$ cat src/rtl/uart_loader_if.sv
// Program-memory write bus and status lines of the UART image loader.
// The loader owns every signal here; the core/memory side only observes.
interface uart_loader_if;
    logic [31:0] mem_addr;
    logic [31:0] mem_data;
    logic        mem_we;
    logic        core_run;
    logic        err;
    logic [15:0] words_left;

    modport master (
        output mem_addr,
        output mem_data,
        output mem_we,
        output core_run,
        output err,
        output words_left
    );

    modport slave (
        input mem_addr,
        input mem_data,
        input mem_we,
        input core_run,
        input err,
        input words_left
    );
endinterface

$ cat src/rtl/uart_loader.sv
// UART 8N1 boot loader: length header, then little-endian words
// written to program memory; releases the core when the image is in.
module uart_loader #(
    parameter int unsigned CLK_DIV = 434
) (
    input  logic          clk,
    input  logic          rst_n,
    input  logic          rx,
    uart_loader_if.master mem
);

    localparam logic [15:0] DIV_LAST  = 16'(CLK_DIV - 1);
    localparam logic [15:0] HALF_LAST = 16'((CLK_DIV / 2) - 1);

    typedef enum logic [1:0] {
        RX_IDLE,
        RX_START,
        RX_DATA,
        RX_STOP
    } rx_state_t;

    typedef enum logic [2:0] {
        LD_LEN_LO,
        LD_LEN_HI,
        LD_DATA,
        LD_DONE,
        LD_ERROR
    } ld_state_t;

    rx_state_t   rx_state;
    logic        rx_meta;
    logic        rx_sync;
    logic        rx_prev;
    logic [15:0] baud_cnt;
    logic [2:0]  bit_cnt;
    logic [7:0]  shift_q;
    logic        byte_valid;
    logic        frame_err;

    ld_state_t   ld_state;
    logic [7:0]  len_lo;
    logic [23:0] word_q;
    logic [1:0]  byte_cnt;
    logic [31:0] addr_q;
    logic [31:0] data_q;
    logic        we_q;
    logic        run_q;
    logic        err_q;
    logic [15:0] left_q;

    assign mem.mem_addr   = addr_q;
    assign mem.mem_data   = data_q;
    assign mem.mem_we     = we_q;
    assign mem.core_run   = run_q;
    assign mem.err        = err_q;
    assign mem.words_left = left_q;

    // Receiver: start edge detected on the synchronized line, then
    // mid-bit sampling driven by a single baud counter.
    always_ff @(posedge clk or negedge rst_n) begin
        if (!rst_n) begin
            rx_state   <= RX_IDLE;
            rx_meta    <= 1'b1;
            rx_sync    <= 1'b1;
            rx_prev    <= 1'b1;
            baud_cnt   <= '0;
            bit_cnt    <= '0;
            shift_q    <= '0;
            byte_valid <= 1'b0;
            frame_err  <= 1'b0;
        end else begin
            rx_meta    <= rx;
            rx_sync    <= rx_meta;
            rx_prev    <= rx_sync;
            byte_valid <= 1'b0;
            frame_err  <= 1'b0;
            unique case (rx_state)
                RX_IDLE: begin
                    if (rx_prev && !rx_sync) begin
                        rx_state <= RX_START;
                        baud_cnt <= '0;
                    end
                end
                RX_START: begin
                    if (baud_cnt == HALF_LAST) begin
                        baud_cnt <= '0;
                        bit_cnt  <= '0;
                        rx_state <= rx_sync ? RX_IDLE : RX_DATA;
                    end else begin
                        baud_cnt <= baud_cnt + 16'd1;
                    end
                end
                RX_DATA: begin
                    if (baud_cnt == DIV_LAST) begin
                        baud_cnt <= '0;
                        shift_q  <= {rx_sync, shift_q[7:1]};
                        bit_cnt  <= bit_cnt + 3'd1;
                        if (bit_cnt == 3'd7) begin
                            rx_state <= RX_STOP;
                        end
                    end else begin
                        baud_cnt <= baud_cnt + 16'd1;
                    end
                end
                RX_STOP: begin
                    if (baud_cnt == DIV_LAST) begin
                        baud_cnt <= '0;
                        rx_state <= RX_IDLE;
                        if (rx_sync) begin
                            byte_valid <= 1'b1;
                        end else begin
                            frame_err <= 1'b1;
                        end
                    end else begin
                        baud_cnt <= baud_cnt + 16'd1;
                    end
                end
                default: rx_state <= RX_IDLE;
            endcase
        end
    end

    // Loader: words_left drops together with the write strobe so the
    // final write is recognised in its own strobe cycle.
    always_ff @(posedge clk or negedge rst_n) begin
        if (!rst_n) begin
            ld_state <= LD_LEN_LO;
            len_lo   <= '0;
            word_q   <= '0;
            byte_cnt <= '0;
            addr_q   <= '0;
            data_q   <= '0;
            we_q     <= 1'b0;
            run_q    <= 1'b0;
            err_q    <= 1'b0;
            left_q   <= '0;
        end else begin
            we_q <= 1'b0;
            if (we_q) begin
                addr_q <= addr_q + 32'd1;
            end
            unique case (ld_state)
                LD_LEN_LO: begin
                    if (frame_err) begin
                        ld_state <= LD_ERROR;
                        err_q    <= 1'b1;
                    end else if (byte_valid) begin
                        len_lo   <= shift_q;
                        ld_state <= LD_LEN_HI;
                    end
                end
                LD_LEN_HI: begin
                    if (frame_err) begin
                        ld_state <= LD_ERROR;
                        err_q    <= 1'b1;
                    end else if (byte_valid) begin
                        left_q   <= {shift_q, len_lo};
                        byte_cnt <= '0;
                        if ({shift_q, len_lo} == 16'd0) begin
                            ld_state <= LD_DONE;
                            run_q    <= 1'b1;
                        end else begin
                            ld_state <= LD_DATA;
                        end
                    end
                end
                LD_DATA: begin
                    if (we_q && left_q == 16'd0) begin
                        ld_state <= LD_DONE;
                        run_q    <= 1'b1;
                    end else if (frame_err) begin
                        ld_state <= LD_ERROR;
                        err_q    <= 1'b1;
                        run_q    <= 1'b0;
                        byte_cnt <= '0;
                    end else if (byte_valid) begin
                        if (byte_cnt == 2'd3) begin
                            data_q   <= {shift_q, word_q};
                            we_q     <= 1'b1;
                            left_q   <= left_q - 16'd1;
                            byte_cnt <= '0;
                        end else begin
                            word_q[{byte_cnt, 3'b000} +: 8] <= shift_q;
                            byte_cnt <= byte_cnt + 2'd1;
                        end
                    end
                end
                LD_DONE: begin
                    ld_state <= LD_DONE;
                end
                LD_ERROR: begin
                    ld_state <= LD_ERROR;
                end
                default: begin
                    ld_state <= LD_ERROR;
                    err_q    <= 1'b1;
                end
            endcase
        end
    end

endmodule

$ cat src/flat_wrapper.sv
// flat-port wrapper written by rule: the top's interface ports become plain ports
module uart_loader_flat 
#(
    parameter int unsigned CLK_DIV = 434
)
  (clk, rst_n, rx, mem_mem_addr, mem_mem_data, mem_mem_we, mem_core_run, mem_err, mem_words_left);
  uart_loader_if mem_i ();
  input  logic clk;
  input  logic rst_n;
  input  logic rx;
  output wire logic [$bits(mem_i.mem_addr)-1:0] mem_mem_addr;
  output wire logic [$bits(mem_i.mem_data)-1:0] mem_mem_data;
  output wire logic [$bits(mem_i.mem_we)-1:0] mem_mem_we;
  output wire logic [$bits(mem_i.core_run)-1:0] mem_core_run;
  output wire logic [$bits(mem_i.err)-1:0] mem_err;
  output wire logic [$bits(mem_i.words_left)-1:0] mem_words_left;
  assign mem_mem_addr = mem_i.mem_addr;
  assign mem_mem_data = mem_i.mem_data;
  assign mem_mem_we = mem_i.mem_we;
  assign mem_core_run = mem_i.core_run;
  assign mem_err = mem_i.err;
  assign mem_words_left = mem_i.words_left;
  uart_loader #(.CLK_DIV(CLK_DIV)) u_core (.clk(clk), .rst_n(rst_n), .rx(rx), .mem(mem_i));
endmodule
$ cat config.mk
export PLATFORM = sky130hd
export DESIGN_NAME = uart_loader_flat
export DESIGN_NICKNAME = d
export VERILOG_FILES = /design/src/rtl/uart_loader_if.sv /design/src/rtl/uart_loader.sv /design/src/flat_wrapper.sv
export SDC_FILE = /design/constraint.sdc
export NUM_CORES = 1
export LEC_CHECK = 0
export CORE_MARGIN = 5
export CORE_UTILIZATION = 30
export CTS_BUF_LIST = sky130_fd_sc_hd__clkbuf_8
export DETAILED_ROUTE_END_ITERATION = 8
export GPL_ROUTABILITY_DRIVEN = 0
export GPL_TIMING_DRIVEN = 0
export SYNTH_ARGS = -nofsm -noshare
export SYNTH_HDL_FRONTEND = slang
export SYNTH_SLANG_ARGS = --single-unit
$ cat constraint.sdc
create_clock -name clk -period 6.1 [get_ports clk]
set_input_delay 1.22 -clock clk [delete_from_list [all_inputs] [get_ports clk]]
set_output_delay 1.22 -clock clk [all_outputs]
set_load 0.1 [all_outputs]
## After elaboration in Yosys (flattened, before gate mapping)

Index checks and enable logic that the tools add are counted.
W data, S select, Z words.

| cells by class | value |
|---|---|
| add/subtract/negate cells | 6 |
| equality and inequality tests | 27 |
| shift-type cells | 2 |
| multiplexer cells | 57 |
| bitwise gates (word level) | 4 |
| reduce and logical (&&, ||, !) cells | 23 |

Operators by type and width:

| kind | count |
|---|---|
| $mux W16 | 9 |
| $pmux W16 S3 | 1 |
| $add A32 B1 Y32 const B | 1 |
| $logic_not A16 Y1 | 2 |
| $pmux W16 S2 | 1 |
| $reduce_and A5 Y1 | 5 |
| $bwmux W24 | 1 |
| $mux W2 | 12 |
| $mux W3 | 8 |
| $shift A8 B7 Y24 const A | 1 |
| $shiftx A8 B7 Y24 | 1 |
| $mux W1 | 19 |
| $ne A2 B1 Y1 const B | 9 |
| $add A16 B1 Y16 const B | 1 |
| $eq A16 B8 Y1 const B | 1 |
| $eq A16 B9 Y1 const B | 1 |
| $sub A16 B1 Y16 const B | 1 |
| $ne A3 B1 Y1 const B | 4 |
| $pmux W3 S4 | 1 |
| $reduce_and A3 Y1 | 3 |
| $pmux W2 S4 | 1 |
| $neg A5 Y7 | 1 |
| $reduce_and A7 Y1 | 1 |
| $eq A2 B2 Y1 const B | 3 |
| other kinds (19) | 31 |

| word-level totals | value |
|---|---|
| register bits | 154 |
| input port bits | 3 |
| output and inout port bits | 83 |
| logic and storage cells | 138 |

## Depth between registers and ports, before layout

Gate-level depths: netlist of run 1.

| logic depth | value |
|---|---|
| word-level depth | 6 |
| depth in mapped cells | 9 |
| depth with buffers taken out | 7 |

## Worst setup path after synthesis of run 1

OpenSTA, ideal clock, no wires.

| timing | value |
|---|---|
| kind | reg-to-reg |
| from | register u_core.left_q[11], in the netlist u_core.mem.words_left[11] |
| to | register u_core.data_q[22], in the netlist u_core.mem.mem_data[22] |
| setup time | 0.126 ns |
| data arrival time | 2.651 ns |
| data required time | 5.974 ns |
| slack | 3.323 ns |
| stages on the path, launching flop included | 7 |
| buffers on the path | 1 |
| period minus slack after synthesis | 2.777 ns |
| path through | dfrtp_1 or4_4 or3_4 o21a_1 nand2_4 buf_6 mux2_2 |

| between the ends | value |
|---|---|
| word-level cells in the longest chain between the ends | 4 |

RTL lines:

| what | line | RTL |
|---|---|---|
| start, declared | uart_loader.sv:49 | `logic [15:0] left_q;` |
| start signal, assigned | uart_loader.sv:157 | `left_q <= {shift_q, len_lo};` |
| start signal, assigned | uart_loader.sv:180 | `left_q <= left_q - 16'd1;` |
| $logic_not A16 Y1 | uart_loader.sv:168 | `if (we_q && left_q == 16'd0) begin` |
| $logic_and A1 B1 Y1 | uart_loader.sv:168 |  |
| $not A1 Y1 (no line) | n/a |  |
| $reduce_and A5 Y1 (no line) | n/a |  |
| end signal, assigned | uart_loader.sv:178 | `data_q <= {shift_q, word_q};` |
| end, declared | uart_loader.sv:45 | `logic [31:0] data_q;` |

No other way between the ends.
A chain may end at the register's enable or synchronous reset.

## Final worst setup path of run 1

| timing | value |
|---|---|
| from | register u_core.left_q[7], in the netlist u_core.mem.words_left[7] |
| to | output port mem_words_left[7] |

RTL lines:

| what | line | RTL |
|---|---|---|
| end, declared | flat_wrapper.sv:16 | `output wire logic [$bits(mem_i.words_left)-1:0] mem_words_left;` |

No word-level cell between the ends.

==> metrics.md, run 1 <==
| Metric | Value |
|---|---|
| Outcome | `finished, final reports clean` |
| Synthesis Warnings | `0` |
| Syn Nets | `717` |
| Worst r2r src | `u_core.mem.words_left[4]$_DFFE_PN0P_` |
| Top post-synthesis cells by count | `dfrtp_1 (151), nand2_1 (101), o21ai_0 (51)` |
| Final Skew | `0.01903 ns` |
| GRT Resource Usage Total | `12.69%` |
| RR Endpoint | `u_core.mem.words_left[1]$_DFFE_PN0P_` |
| Max Freq | `293.0 MHz` |
| GRT Residual Overflow | `0` |
| Setup crit end | `mem_words_left[7]` |
| Share of the synthesized area in the top cell type | `51.13%` |
| Crit Path Category | `reg -> out` |
| VDD IR max | `0.0001459 V` |
| Hold Path Class | `reg -> reg` |
| DP Worst Slack | `3.176 ns` |
| Fin nets | `823` |
| Final cell count without fillers | `1140` |
| Sequential element share of the synthesized area | `52.19%` |
| Worst-path clk slew | `0.10 ns` |
| Initial drt markers | `392` |
| CP Launch Type | `flip-flop` |
| Clk Latency, worst-skew pair | `0.46 ns` |
| Die outline height | `167.0 µm` |
| Unrepaired setup endpoints after global routing | `false` |
| Worst slew pin tran | `1.042 ns` |
| Post-CTS Setup Bufs | `0` |
| Post_cts resized | `0` |
| CP Data Required Time | `4.88 ns` |
| EDFF count, synth | `0` |
| Clk buf depth | `2` |
| Area of the die | `27880 µm²` |
| Critical Path AT | `2.19 ns` |
| CP max-delay cell | `clkdlybuf4s50_1` |
| Cell depth of the worst setup path | `1` |
| DP Cell Count | `1107` |
| Core region area | `24320 µm²` |
| PnR Total Power | `0.002068 W` |
| Leakage | `3.990 nW` |
| Slew Viols, Final | `0` |
| CP Max Fanout | `9` |
| Worst path max stage delay | `1.21 ns` |
| Flop-to-flop setup slack | `3.54 ns` |
| Post-route DRC | `0` |
| Asr flop ratio synth | `100.0%` |
| #FFs+latches synth | `154` |
| Post-detailed-route count of antenna-violating nets | `0` |
| PD cells | `228.3 nW/µm²` |
| Worst setup margin | `2.687 ns` |
| Main synth FF type | `dfrtp_1` |
| Met3 routed WL | `849 µm` |
| First-pass GRT wire length | `28880 µm` |
| Rows | `57` |
| Root buf cell | `clkbuf_8` |
| Share of layout cells above drive strength 1 | `13.48%` |
| Yosys top cell by area | `dfrtp_1` |
| Post-cts hold buffer count | `0` |
| Yosys cell types | `70` |
| CP Cell Sequence | `clkdlybuf4s50_1` |
| Largest net degree at the start of global routing | `120` |
| Total placed instance area | `8680 µm²` |
| Synth Area per Inst | `10.60 µm²` |
| Synthesized cell area | `7391 µm²` |
| Max layer used | `met4` |
| Max Cap Viol | `0` |
| Rel. slew slack | `30.29%` |
| Starting Density | `30.39%` |
| Design Area, Final | `9060 µm²` |
| WL per Instance | `15.23 µm` |
| Vias in the first global route | `5393` |
| Layout area overhead | `22.58%` |
| WL met1 | `8201 µm` |
| R2R cell count | `7` |
| Post-detail-place hpwl | `12280 µm` |
| Initial antenna violation count | `0` |
| Final Hold Fails | `0` |
| Clock net sink count | `154` |
| Largest cells by area after synthesis | `dfrtp_1 (51%), mux2_2 (6.4%), nand2_1 (5.1%), o21ai_0 (3.5%), ha_1 (2.9%)` |
| I/O pin count | `86` |
| N_diodes | `0` |
| Final worst-path cycle share | `55.95%` |
| Vias per cell | `4.833` |
| Via Count | `5510` |
| Inserted Clock Buffers | `17` |
| CP Buf/Inv Count | `1` |
| Post-layout min period | `3.413 ns` |
| Largest delay contributor family on the critical path | `buffers and inverters` |
| Synthesized instance count | `697` |
| WL final | `17370 µm` |
| Worst setup EP type | `output pin` |
| Initial DRT Pass Iterations | `5` |
| Die width | `167.0 µm` |
| CP Launch Point | `u_core.mem.words_left[7]$_DFFE_PN0P_` |
| CTS tree | `yes` |
| H-tree depth | `4` |
| Most common cell in the synthesized netlist | `dfrtp_1` |
| Port bufs | `85` |
| Met2 WL post-DR | `8196 µm` |
| Final setup viols | `0` |
| Hold Slack | `0.3599 ns` |
==> cells by family after synthesis <==
logic type | count (synthesis) | share of synthesized area [%]
compound gates | 137 | 12.43
xor+xnor | 33 | 3.911
fa+ha+maj | 17 | 2.878
buf+inv | 51 | 3.318
flops | 154 | 52.19
mux | 51 | 7.737
simple gates | 254 | 17.54
==> state kept, by name, indices dropped and copies added, names as in the netlist, 2 cells and up, named ones only <==
name,flops
u_core.word_q,24
u_core.len_lo,8
u_core.bit_cnt,3
u_core.mem.mem_data,32
u_core.byte_cnt,2
u_core.ld_state,3
u_core.shift_q,8
u_core.mem.words_left,16
u_core.mem.mem_addr,32
u_core.baud_cnt,16
==> report_power, final <==
group | switching [W] | internal (W)
Clock | 0.000433 | 0.000311
Sequential | 0.0000205 | 0.00104
Combinational | 0.000177 | 0.0000883
==> area by class of cell <==
class,instances,area (µm²)
fill,2390,15260
sequential,154,3857
multi-input combinational,492,3288
timing repair buffer,87,888.4
tap,324,405.4
clock buffer,18,247.7
buffer,31,170.2
clock inverter,14,127.6
inverter,20,75.07
==> metrics by stage <==
stage	utilization (%)	TNS [ns]
3_5_place_dp	35.69	0
2_1_floorplan	-	0
3_3_place_gp	35.56	-396.76
6_report	37.25	0
5_1_grt	37.25	0
4_1_cts	37.23	0
==> worst min-delay path by stage <==
stage	start	end	depth (start not counted)
final	u_core.rx_meta$_DFF_PN1_	u_core.rx_sync$_DFF_PN1_	0
after detailed placement	u_core.rx_meta$_DFF_PN1_	u_core.rx_sync$_DFF_PN1_	0
after floorplan	u_core.rx_meta$_DFF_PN1_	u_core.rx_sync$_DFF_PN1_	0
after CTS	u_core.rx_meta$_DFF_PN1_	u_core.rx_sync$_DFF_PN1_	0
after global routing	u_core.rx_meta$_DFF_PN1_	u_core.rx_sync$_DFF_PN1_	0
after global placement	u_core.rx_meta$_DFF_PN1_	u_core.rx_sync$_DFF_PN1_	0
==> metal layers <==
metal	vias to the layer above	global-route usage [%]
met5	-	0
met2	131	20.39
met1	2666	17.14
li1	2700	-
met3	13	2.797
met4	0	3.984
==> placed cells by master (no fill, tap or decap), types with 6 or more instances in the layout <==
cell,netlist,routed
a21oi_1,24,24
and3_1,10,10
nor3b_1,9,9
clkbuf_8,0,18
nand2_1,101,101
nor2_1,32,32
ha_1,17,17
nand3_1,22,22
clkbuf_1,15,15
mux2_1,7,7
nor4_1,12,12
inv_1,20,20
nor2b_1,6,6
inv_6,0,6
nand4_1,11,11
o21ai_0,51,51
o21ai_1,9,9
mux2_2,42,42
clkdlybuf4s50_1,0,84
xnor2_1,21,21
xor2_1,12,12
dfrtp_1,151,151
nor3_1,13,13
o22ai_1,10,10
Note: power is estimated with default switching activity, not from simulation.
==> run 2, diff against run 1 <==
==> constraint.sdc (replaced) <==
create_clock -name clk -period 2.74 [get_ports clk]
set_input_delay 0.548 -clock clk [delete_from_list [all_inputs] [get_ports clk]]
set_output_delay 0.548 -clock clk [all_outputs]
set_load 0.1 [all_outputs]
==> metrics.md, run 2 (same netlist as run 1, synthesis figures left out) <==
| Metric | Value |
|---|---|
| Setup TNS | `0 ns` |
| I/O pin count | `86` |
| CP Buf/Inv Count | `1` |
| GRT Resource Usage Total | `12.59%` |
| Flop-to-flop setup slack | `0.25 ns` |
| H-tree depth | `4` |
| CP max-delay cell | `clkdlybuf4s50_1` |
| Area of the die | `27880 µm²` |
| CP Launch Type | `flip-flop` |
| Setup crit end | `mem_words_left[0]` |
| Switching Share | `28.49%` |
| Final Skew | `0.01483 ns` |
| CP Max Fanout | `6` |
| Total placed instance area | `8682 µm²` |
| Clk Latency, worst-skew pair | `0.44 ns` |
| Vias in the first global route | `5443` |
| Largest net degree at the start of global routing | `101` |
| Met2 WL post-DR | `8284 µm` |
| VDD IR max | `0.0002530 V` |
| Port bufs | `85` |
| First-pass GRT wire length | `28900 µm` |
| Slew Viols, Final | `0` |
| CP Data Required Time | `2.19 ns` |
| CTS tree | `yes` |
| Final Core Density | `37.50%` |
| Crit Path Category | `reg -> out` |
| Worst slew pin tran | `1.048 ns` |
| Comb power frac | `13.0%` |
| RR Endpoint | `u_core.mem.mem_data[16]$_DFFE_PN0P_` |
| Core region area | `24320 µm²` |
| Initial antenna violation count | `0` |
| Design Area, Final | `9119 µm²` |
| Layout area overhead | `23.38%` |
| WL met1 | `8138 µm` |
| CP Cell Sequence | `clkdlybuf4s50_1` |
| DP Worst Slack | `0.1582 ns` |
| Hold Slack | `0.3591 ns` |
| Critical Path AT | `2.10 ns` |
| Clock share of power | `37.0%` |
| Unrepaired setup endpoints after global routing | `false` |
| Worst-path clk slew | `0.09 ns` |
| Clock net sink count | `154` |
| Cell depth of the worst setup path | `1` |
| Vias per cell | `4.913` |
| Inserted Clock Buffers | `17` |
| Die outline height | `167.0 µm` |
| Initial DRT Pass Iterations | `5` |
| Most frequent cells in the layout | `dfrtp_1 (149), nand2_1 (101), clkdlybuf4s50_1 (81)` |
| GRT Residual Overflow | `0` |
| Post-detailed-route count of antenna-violating nets | `0` |
| Hold Path Class | `reg -> reg` |
| Fillers | `2397` |
| Fin nets | `823` |
| Max Cap Viol | `0` |
| Post-layout min period | `2.649 ns` |
| Sequential power share | `50.0%` |
| Final Hold Fails | `0` |
| R2R cell count | `6` |
| Worst setup margin | `0.09139 ns` |
| PD cells | `517.8 nW/µm²` |
| WL per Instance | `15.40 µm` |
| Post-route DRC | `0` |
| N_diodes | `0` |
| Root buf cell | `clkbuf_8` |
| Largest delay contributor family on the critical path | `buffers and inverters` |
| Worst setup EP type | `output pin` |
| Met3 routed WL | `891 µm` |
| Most common cell after layout, fill and taps aside | `dfrtp_1` |
| Sequential cell area | `3860 µm²` |
| Leakage | `4.036 nW` |
| Rel. slew slack | `29.93%` |
| Die width | `167.0 µm` |
| Share of layout cells above drive strength 1 | `13.85%` |
| Max Freq | `377.6 MHz` |
| Switching pwr | `0.001345 W` |
| Final worst-path cycle share | `96.66%` |
| Max layer used | `met4` |
| Starting Density | `30.39%` |
| Via Count | `5601` |
| Rows | `57` |
| Post-detail-place hpwl | `12440 µm` |
| Footprint of the multi-input gates | `3304 µm²` |
| WL final | `17560 µm` |
| Outcome | `finished, final reports clean` |
| Post-CTS Setup Bufs | `0` |
| Worst r2r src | `u_core.mem.words_left[11]$_DFFE_PN0P_` |
| Initial drt markers | `334` |
| Pint | `0.003377 W` |
| CP Launch Point | `u_core.mem.words_left[0]$_DFFE_PN0P_` |
| Clk buf depth | `2` |
| Final setup viols | `0` |
| Worst path max stage delay | `1.20 ns` |
## run 2: layout make-up
type,instances,area share (%)
buffer,31,1.866
inverter,20,0.8233
tap,324,4.446
clock inverter,13,1.592
clock buffer,19,2.868
sequential,154,42.33
timing repair buffer,87,9.838
multi-input combinational,492,36.24
## run 2: timing repair
item	CTS	global route
setup endpoints to repair	1	7
pin swaps	0	0
hold buffers	1	0
endpoints found under the hold margin	15	0
resized for setup	1	4
## run 2: worst reg2reg max path, stage by stage (launching register included)
cell and delay, ns:
dfrtp_2 0.46, or4_4 0.59, or3_4 0.43, o21a_1 0.24, nand2_4 0.15, buf_6 0.17
mux2_2 0.34
## run 2: power by group through the flow
stage          clock network [W]  logic, W  registers [W]
6_report                 0.00175  0.000615        0.00236
5_1_grt                  0.00190  0.000683        0.00237
4_1_cts                  0.00181  0.000612        0.00236
3_5_place_dp                   0  0.000607        0.00240
3_3_place_gp                   0  0.000595        0.00240
2_1_floorplan                  0  0.000425        0.00239
## run 2: routing by layer
metal | vias to the layer above | track usage, %
met3 | 14 | 3.010
met4 | 0 | 3.949
met5 | - | 0
met2 | 147 | 20.15
met1 | 2744 | 16.94
li1 | 2696 | -
## run 2: per-stage QoR
| step | std cells | power, W |
|---|---|---|
| after global placement | 1106 | 0.002999 |
| after floorplan | 697 | 0.002814 |
| after CTS | 1140 | 0.004781 |
| after detailed placement | 1107 | 0.003009 |
| final | 1140 | 0.004722 |
| after global routing | 1140 | 0.004950 |
## run 2: how the worst min path moves through the flow
stage	to	from	cells after the start	slack, ns
final	u_core.rx_sync$_DFF_PN1_	u_core.rx_meta$_DFF_PN1_	0	0.36
after global routing	u_core.rx_sync$_DFF_PN1_	u_core.rx_meta$_DFF_PN1_	0	0.37
after CTS	u_core.rx_sync$_DFF_PN1_	u_core.rx_meta$_DFF_PN1_	0	0.36
after detailed placement	u_core.rx_sync$_DFF_PN1_	u_core.rx_meta$_DFF_PN1_	0	0.35
after global placement	u_core.rx_sync$_DFF_PN1_	u_core.rx_meta$_DFF_PN1_	0	0.35
after floorplan	asynchronous set/reset pin	rst_n	0	0.25
==> run 3, diff against run 2 <==
--- a/config.mk
+++ b/config.mk
@@ -9,8 +9,8 @@
 export CORE_UTILIZATION = 30
 export CTS_BUF_LIST = sky130_fd_sc_hd__clkbuf_8
 export DETAILED_ROUTE_END_ITERATION = 8
-export GPL_ROUTABILITY_DRIVEN = 0
 export GPL_TIMING_DRIVEN = 0
+export SLEW_MARGIN = 20
 export SYNTH_ARGS = -nofsm -noshare
 export SYNTH_HDL_FRONTEND = slang
 export SYNTH_SLANG_ARGS = --single-unit
==> metrics.md, run 3 (same netlist as run 1, synthesis figures left out) <==
| Metric | Value |
|---|---|
| Largest net degree at the start of global routing | `90` |
| CTS tree | `yes` |
| Via Count | `5635` |
| Layout area overhead | `23.21%` |
| Post-detailed-route count of antenna-violating nets | `0` |
| Clk buf depth | `2` |
| Area of the die | `27880 µm²` |
| Footprint of the multi-input gates | `3304 µm²` |
| GRT Residual Overflow | `0` |
| CP Cell Sequence | `clkdlybuf4s50_1` |
| Post-CTS Setup Bufs | `0` |
| Crit Path Category | `reg -> out` |
| Worst r2r src | `u_core.mem.words_left[11]$_DFFE_PN0P_` |
| WL per Instance | `15.45 µm` |
| Post-detail-place hpwl | `12490 µm` |
| CP Launch Point | `u_core.mem.words_left[4]$_DFFE_PN0P_` |
| Initial antenna violation count | `0` |
| I/O pin count | `86` |
| H-tree depth | `4` |
| CP max-delay cell | `clkdlybuf4s50_1` |
| First-pass GRT wire length | `28820 µm` |
| Worst path max stage delay | `1.20 ns` |
| Max Cap Viol | `0` |
| Port bufs | `85` |
| Fillers | `2401` |
| Final setup viols | `0` |
| WL final | `17560 µm` |
| Largest delay contributor family on the critical path | `buffers and inverters` |
| Leakage | `4.053 nW` |
| GRT Resource Usage Total | `12.69%` |
| Setup TNS | `0 ns` |
| Vias per cell | `4.956` |
| Unrepaired setup endpoints after global routing | `false` |
| Design Area, Final | `9106 µm²` |
| Clock net sink count | `154` |
| CP Buf/Inv Count | `1` |
| Share of layout cells above drive strength 1 | `13.78%` |
| Starting Density | `30.39%` |
| Max Freq | `373.9 MHz` |
| Worst-path clk slew | `0.09 ns` |
| Critical Path AT | `2.13 ns` |
| Slew Viols, Final | `0` |
| Clk Latency, worst-skew pair | `0.45 ns` |
| Die outline height | `167.0 µm` |
| Final Hold Fails | `0` |
| Vias in the first global route | `5476` |
| CP Data Required Time | `2.19 ns` |
| CP Max Fanout | `7` |
| Worst setup EP type | `output pin` |
| Final worst-path cycle share | `97.61%` |
| PD cells | `520.9 nW/µm²` |
| Post-route DRC | `0` |
| Initial drt markers | `373` |
| Rows | `57` |
| Most common cell after layout, fill and taps aside | `dfrtp_1` |
| Fin nets | `822` |
| Hold Path Class | `in -> async` |
| Root buf cell | `clkbuf_8` |
| Final Skew | `0.02374 ns` |
| Core region area | `24320 µm²` |
| VDD IR max | `0.0002931 V` |
| Die width | `167.0 µm` |
| Sequential cell area | `3860 µm²` |
| N_diodes | `0` |
| Final Wtd Congestion | `0.8968` |
| Total placed instance area | `8688 µm²` |
| Post-cts hold buffer count | `0` |
| Most frequent cells in the layout | `dfrtp_1 (149), nand2_1 (101), clkdlybuf4s50_1 (80)` |
| Initial DRT Pass Iterations | `5` |
| Worst slew pin tran | `1.053 ns` |
| Post-layout min period | `2.675 ns` |
| Inserted Clock Buffers | `17` |
| Rel. slew slack | `29.55%` |
| Outcome | `finished, final reports clean` |
| CP Launch Type | `flip-flop` |
[run 3: cell types whose count changed in the layout (fill, tap and decap cells not counted), sizes merged]
cell,previous run,this run
bufinv,2,3
clkbuf,35,33
clkdlybuf4s50,81,80
clkinvlp,4,2
dlygate4sd3,1,0
dlymetal6s2s,2,3
inv,23,24
[run 3: power by group]
part	leakage (nW)	switching [W]	internal (W)	total [W]
registers	2.13	0.0000472	0.00231	0.00236
logic	1.72	0.000409	0.000198	0.000607
clock network	0.199	0.000876	0.000901	0.00178
[run 3: layer usage]
layer | routed length [µm] | share of wire [%] | vias up | GRT usage (%)
li1 | - | - | 2690 | -
met1 | 8065 | 46 | 2747 | 16.82
met2 | 8210 | 47 | 165 | 20.13
met3 | 980 | 5.6 | 33 | 3.461
met4 | 308 | 1.8 | 0 | 4.305
met5 | 0 | 0 | - | 0
[run 3: worst paths after layout]
kind	slack [ns]	end	cells after the start
max	0.07	mem_words_left[4]	1
min	0.09	u_core.word_q[23]$_DFFE_PN0P_	1
max reg2reg	0.25	u_core.mem.mem_data[16]$_DFFE_PN0P_	6
min reg2reg	0.35	u_core.rx_sync$_DFF_PN1_	0
max in group asynchronous	1.86	u_core.rx_meta$_DFF_PN1_	2
min in group clk	0.35	u_core.rx_sync$_DFF_PN1_	0
[run 3: final cells by class]
cell class / instances / area share, %
multi-input combinational: 492 / 36.29
tap: 324 / 4.452
timing repair buffer: 86 / 9.769
inverter: 20 / 0.8244
clock inverter: 13 / 1.841
buffer: 31 / 1.869
clock buffer: 17 / 2.569
sequential: 154 / 42.39
[run 3: per-stage QoR]
stage	utilization, %	worst slack, ns	power (W)	std cells	hold slack, ns
2_1_floorplan	-	0.02570	0.002814	697	0.2524
3_3_place_gp	35.57	-5.906	0.002999	1106	0.3478
3_5_place_dp	35.73	0.1703	0.003010	1107	0.3516
4_1_cts	37.37	0.009357	0.004811	1137	0.1092
5_1_grt	37.44	0.007246	0.004982	1137	0.1357
6_report	37.44	0.06540	0.004744	1137	0.08949
[run 3: what timing repair did]
action | CTS | global route
resized for setup | 1 | 5
hold endpoints to repair | 0 | 0
setup endpoints to repair | 1 | 12
==> variant 1: new RTL, flow settings as in run 1 <==
Encoding of `ld_state_t`: now one-hot (5 bits for 5 states).
--- a/src/rtl/uart_loader.sv
+++ b/src/rtl/uart_loader.sv
@@ -19,12 +19,12 @@
         RX_STOP
     } rx_state_t;
 
-    typedef enum logic [2:0] {
-        LD_LEN_LO,
-        LD_LEN_HI,
-        LD_DATA,
-        LD_DONE,
-        LD_ERROR
+    typedef enum logic [4:0] {
+        LD_LEN_LO = 5'b00001,
+        LD_LEN_HI = 5'b00010,
+        LD_DATA   = 5'b00100,
+        LD_DONE   = 5'b01000,
+        LD_ERROR  = 5'b10000
     } ld_state_t;
 
     rx_state_t   rx_state;
Function: no difference found for any inputs over 10 cycles, from zero or initial values and one cycle with rst_n low; not proved beyond that.
==> variant 1 against run 1 <==
  * Cell area increased by 1.7%
  * Power up 5.9%
  * Hold slack improved by 0.62 ps
  * Cell count rose by 6.1%
  * Non-clock buffer count grew 7
  * Synthesized area rose by 1.0%
  * Wire length up 2.7%
  * Largest power group unchanged
  * Worst setup slack better by 44 ps
  * Sequential cell count grew 2
  * Die area rose by 0.94%
  * Combinational power is 13% lower
==> variant 1: results (changes against run 1) <==
run_status:
  outcome: "finished clean"  # unchanged
detailed_routing:
  drt-met1-wl_microns: 8310  # was 8200 microns
  vias: 5892  # was 5,510
  wire_per_inst_microns: 14.8  # was 15.2 microns
  drt_first_pass_iters: 4  # was 5
  wl_met2_microns: 8470  # was 8200 microns
  first_iter_violations: 436  # was 392
yosys:
  yosysSeqAreaShare_pct: 52.4  # was 52.2%
  ys_top_cells_by_area: "dfrtp_1 51%, nand2_1 9.4%, xnor2_1 3.1%, ha_1 2.8%, o21ai_0 2.8%"  # was dfrtp_1 51%, mux2_2 6.4%, nand2_1 5.1%, o21ai_0 3.5%, ha_1 2.9%
  ys.flop_type: "dfrtp_1"  # unchanged
  syn-num-nets: 787  # was 717
  yosysWarnings: 0  # unchanged
  synthTopCellsByCount: "186 x nand2_1, 152 x dfrtp_1, 42 x o21ai_0"  # was 151 x dfrtp_1, 101 x nand2_1, 51 x o21ai_0
  synth.avg_cell_area_sq_um: 9.73  # was 10.6 sq um
  synth.distinct_cells: 66  # was 70
global_route:
  grt_max_degree: 95  # was 120
  use_met3_pct: 2.81  # was 2.80%
  grt_use_met1_pct: 16.5  # was 17.1%
  grt_pass1_vias: 5678  # was 5,393
  grtUsageMet2_pct: 20.9  # was 20.4%
  grt_first_pass_wirelength_microns: 29600  # was 28,900 microns
  grt_usage_pct: 12.7  # about the same
sta:
  max-slew-margin-rel_pct: 31.9  # was 30.3%
  fin_worst_skew_ps: 14.7  # was 19.0 ps
power_and_ir_drop:
  powerComb_mw: 0.230  # was 0.265 mW
  peakVddDrop_mv: 0.117  # was 0.146 mV
  pwr-share-comb_pct: 10.5  # was 12.8%
setup_path:
  slowest_delay_ps: 1190  # was 1210 ps
  cp.arrival_ps: 2150  # was 2190 ps
cells_and_area:
  fillers: 2447  # was 2,390
  layout-drive-gt1-share_pct: 9.04  # was 13.5%
  nets: 892  # was 823
  fin_cells: 1209  # was 1,140
place:
  dp_hpwl_microns: 12700  # was 12,300 microns
[variant 1: changes by cell type after synthesis, moves of 6 or more]
cell,change
nand2_1,+85
mux2_2,-25
a31oi_1,+6
nor2_1,-7
o21ai_1,-7
buf_2,+10
mux2_1,-7
o22ai_1,-7
nor3_1,+7
o21ai_0,-9
[variant 1: worst paths after layout]
kind                            slack, ps                       to  cells after the start                       from
min in group asynchronous             680  u_core.mem.mem_addr[29]                      1                      rst_n
worst min-delay path                  360           u_core.rx_sync                      0             u_core.rx_meta
worst min register to register        360           u_core.rx_sync                      0             u_core.rx_meta
worst max register to register       3370       u_core.baud_cnt[1]                      9         u_core.baud_cnt[1]
max in group asynchronous            4560           u_core.rx_prev                      2                      rst_n
worst max-delay path                 2730       mem_words_left[15]                      1  u_core.mem.words_left[15]
[variant 1: final cells by class]
type	instances	area share, %
Tap cell	324	4.40
Clock buffer	19	2.84
Multi-Input combinational cell	554	36.0
Sequential cell	156	42.4
Clock inverter	13	2.17
Timing Repair Buffer	86	9.59
Inverter	18	0.733
Buffer	39	1.82
[variant 1: kinds of logic after synthesis]
family / count (synthesis) / synth area share [%]
adder cells (fa/ha/maj): 17 / 2.85
multiplexers: 23 / 3.37
buffers and inverters: 57 / 3.15
XOR/XNOR: 39 / 4.58
AND/OR/NAND/NOR: 348 / 22.4
flip-flops: 156 / 52.4
AO/OA/AOI/OAI: 127 / 11.3
[variant 1: per-stage QoR]
step           instance area (sq um)  util (%)  setup slack [ps]  TNS (ps)
5_1_grt                         9220      37.8              2660         0
2_1_floorplan                   7460         -              3290         0
3_5_place_dp                    8750      35.9              3210         0
4_1_cts                         9220      37.8              2710         0
6_report                        9220      37.8              2730         0
3_3_place_gp                    8720      35.8             -2650   -402920
==> variant 2: new RTL, flow settings as in run 1 <==
Made on the original files. `CLK_DIV` is set to 434 in 2 places; all go to 217.
--- a/src/rtl/uart_loader.sv
+++ b/src/rtl/uart_loader.sv
@@ -1,7 +1,7 @@
 // UART 8N1 boot loader: length header, then little-endian words
 // written to program memory; releases the core when the image is in.
 module uart_loader #(
-    parameter int unsigned CLK_DIV = 434
+    parameter int unsigned CLK_DIV = 217
 ) (
     input  logic          clk,
     input  logic          rst_n,
--- a/src/flat_wrapper.sv
+++ b/src/flat_wrapper.sv
@@ -1,7 +1,7 @@
 // flat-port wrapper written by rule: the top's interface ports become plain ports
 module uart_loader_flat 
 #(
-    parameter int unsigned CLK_DIV = 434
+    parameter int unsigned CLK_DIV = 217
 )
   (clk, rst_n, rx, mem_mem_addr, mem_mem_data, mem_mem_we, mem_core_run, mem_err, mem_words_left);
   uart_loader_if mem_i ();
Check against the original RTL: same outputs for any inputs over 10 cycles, from zero or initial values and one cycle with rst_n low; that may be too few to reach the edited logic, so the function may still have changed.
==> variant 2 against run 1 <==
  * Register-to-register slack about the same
  * Cell area down 0.75%
  * Worst setup slack better by 40 ps
  * Synthesized area down 1.1%
  * Sequential cell count unchanged
  * Cell count down 2.1%
  * Clock power up 4.2%
  * Wire length up 1.2%
  * Power up 0.71%
  * Largest cell class unchanged
==> variant 2: results (changes against run 1) <==
run_status:
  outcome: "finished clean"  # unchanged
yosys:
  synth-xor-area-share_pct: 3.71  # was 3.91%
  ys_top_cells_by_area: "dfrtp_1 52%, mux2_2 4.9%, nand2_1 4.1%, o21ai_0 3.8%, xnor2_1 3.4%"  # was dfrtp_1 51%, mux2_2 6.4%, nand2_1 5.1%, o21ai_0 3.5%, ha_1 2.9%
  yosys-mux-area-fraction_pct: 8.49  # was 7.74%
  synthAdderAreaFrac_pct: 2.74  # was 2.88%
  synth_compound_area_share_pct: 13.9  # was 12.4%
  synth.distinct_cells: 67  # was 70
  syn_inst: 674  # was 697
global_route:
  grt_pass1_vias: 5319  # was 5,393
  grt_usage_pct: 12.8  # was 12.7%
  grt_first_pass_wirelength_microns: 28900  # about the same
detailed_routing:
  first_iter_violations: 416  # was 392
  vias: 5461  # was 5,510
  wl_microns: 17600  # was 17,400 microns
  vias_per_cell: 4.89  # was 4.83
sta:
  timing.final.ws_setup_ps: 2730  # was 2690 ps
  fin_worst_skew_ps: 15.2  # was 19.0 ps
  max-slew-margin-rel_pct: 30.8  # was 30.3%
setup_path:
  critPathMaxFanout: 8  # was 9
  r2r_slack_ps: 3530  # was 3540 ps
  worstReg2RegEnd: "u_core.word_q[22]"  # was u_core.mem.words_left[1]
  cp.arrival_ps: 2150  # was 2190 ps
  reg2reg_from: "u_core.mem.mem_we"  # was u_core.mem.words_left[4]
cells_and_area:
  nets: 798  # was 823
  layout-drive-gt1-share_pct: 11.9  # was 13.5%
power_and_ir_drop:
  peakVddDrop_mv: 0.125  # was 0.146 mV
  power_leakage_nw: 3.91  # was 3.99 nW
place:
  dp_slack_ps: 3200  # was 3180 ps
  dp_hpwl_microns: 12300  # about the same
==> variant 2: per-stage QoR <==
step                TNS [ps]  power, mW  hold WS [ps]  cell area (sq um)
floorplan                  0       1.24           345               7310
detailed placement         0       1.33           364               8600
global placement     -397990       1.33           364               8570
CTS                        0       2.10           378               8990
finish                     0       2.08           378               8990
global route               0       2.18           379               8990
==> variant 2: cell type report <==
class | instances | area, sq um
Fill cell | 2375 | 15200
Sequential cell | 154 | 3860
Multi-Input combinational cell | 473 | 3250
Timing Repair Buffer | 86 | 883
Tap cell | 324 | 405
Clock buffer | 19 | 262
Clock inverter | 13 | 133
Buffer | 29 | 131
Inverter | 18 | 70.1
==> variant 2: worst min-delay path by stage <==
stage | from | endpoint | slack, ps | cells past startpoint
5_1_grt | u_core.rx_meta | u_core.rx_sync | 380 | 0
3_3_place_gp | u_core.rx_meta | u_core.rx_sync | 360 | 0
3_5_place_dp | u_core.rx_meta | u_core.rx_sync | 360 | 0
4_1_cts | u_core.rx_meta | u_core.rx_sync | 380 | 0
2_1_floorplan | u_core.rx_meta | u_core.rx_sync | 350 | 0
6_report | u_core.rx_meta | u_core.rx_sync | 380 | 0
==> variant 2: per-layer routing <==
metal	GRT usage, %	part of all wire (%)	vias to the layer above
li1	-	-	2660
met1	17.8	47	2671
met2	20.2	47	115
met3	3.00	4.2	15
met4	3.62	1.2	0
met5	0	0	-
==> variant 2: power by group through the flow <==
stage	Sequential (mW)	Clock (mW)	Combinational, mW
6_report	1.05	0.775	0.257
5_1_grt	1.06	0.838	0.290
4_1_cts	1.05	0.794	0.259
3_5_place_dp	1.07	0	0.261
3_3_place_gp	1.07	0	0.255
2_1_floorplan	1.07	0	0.173
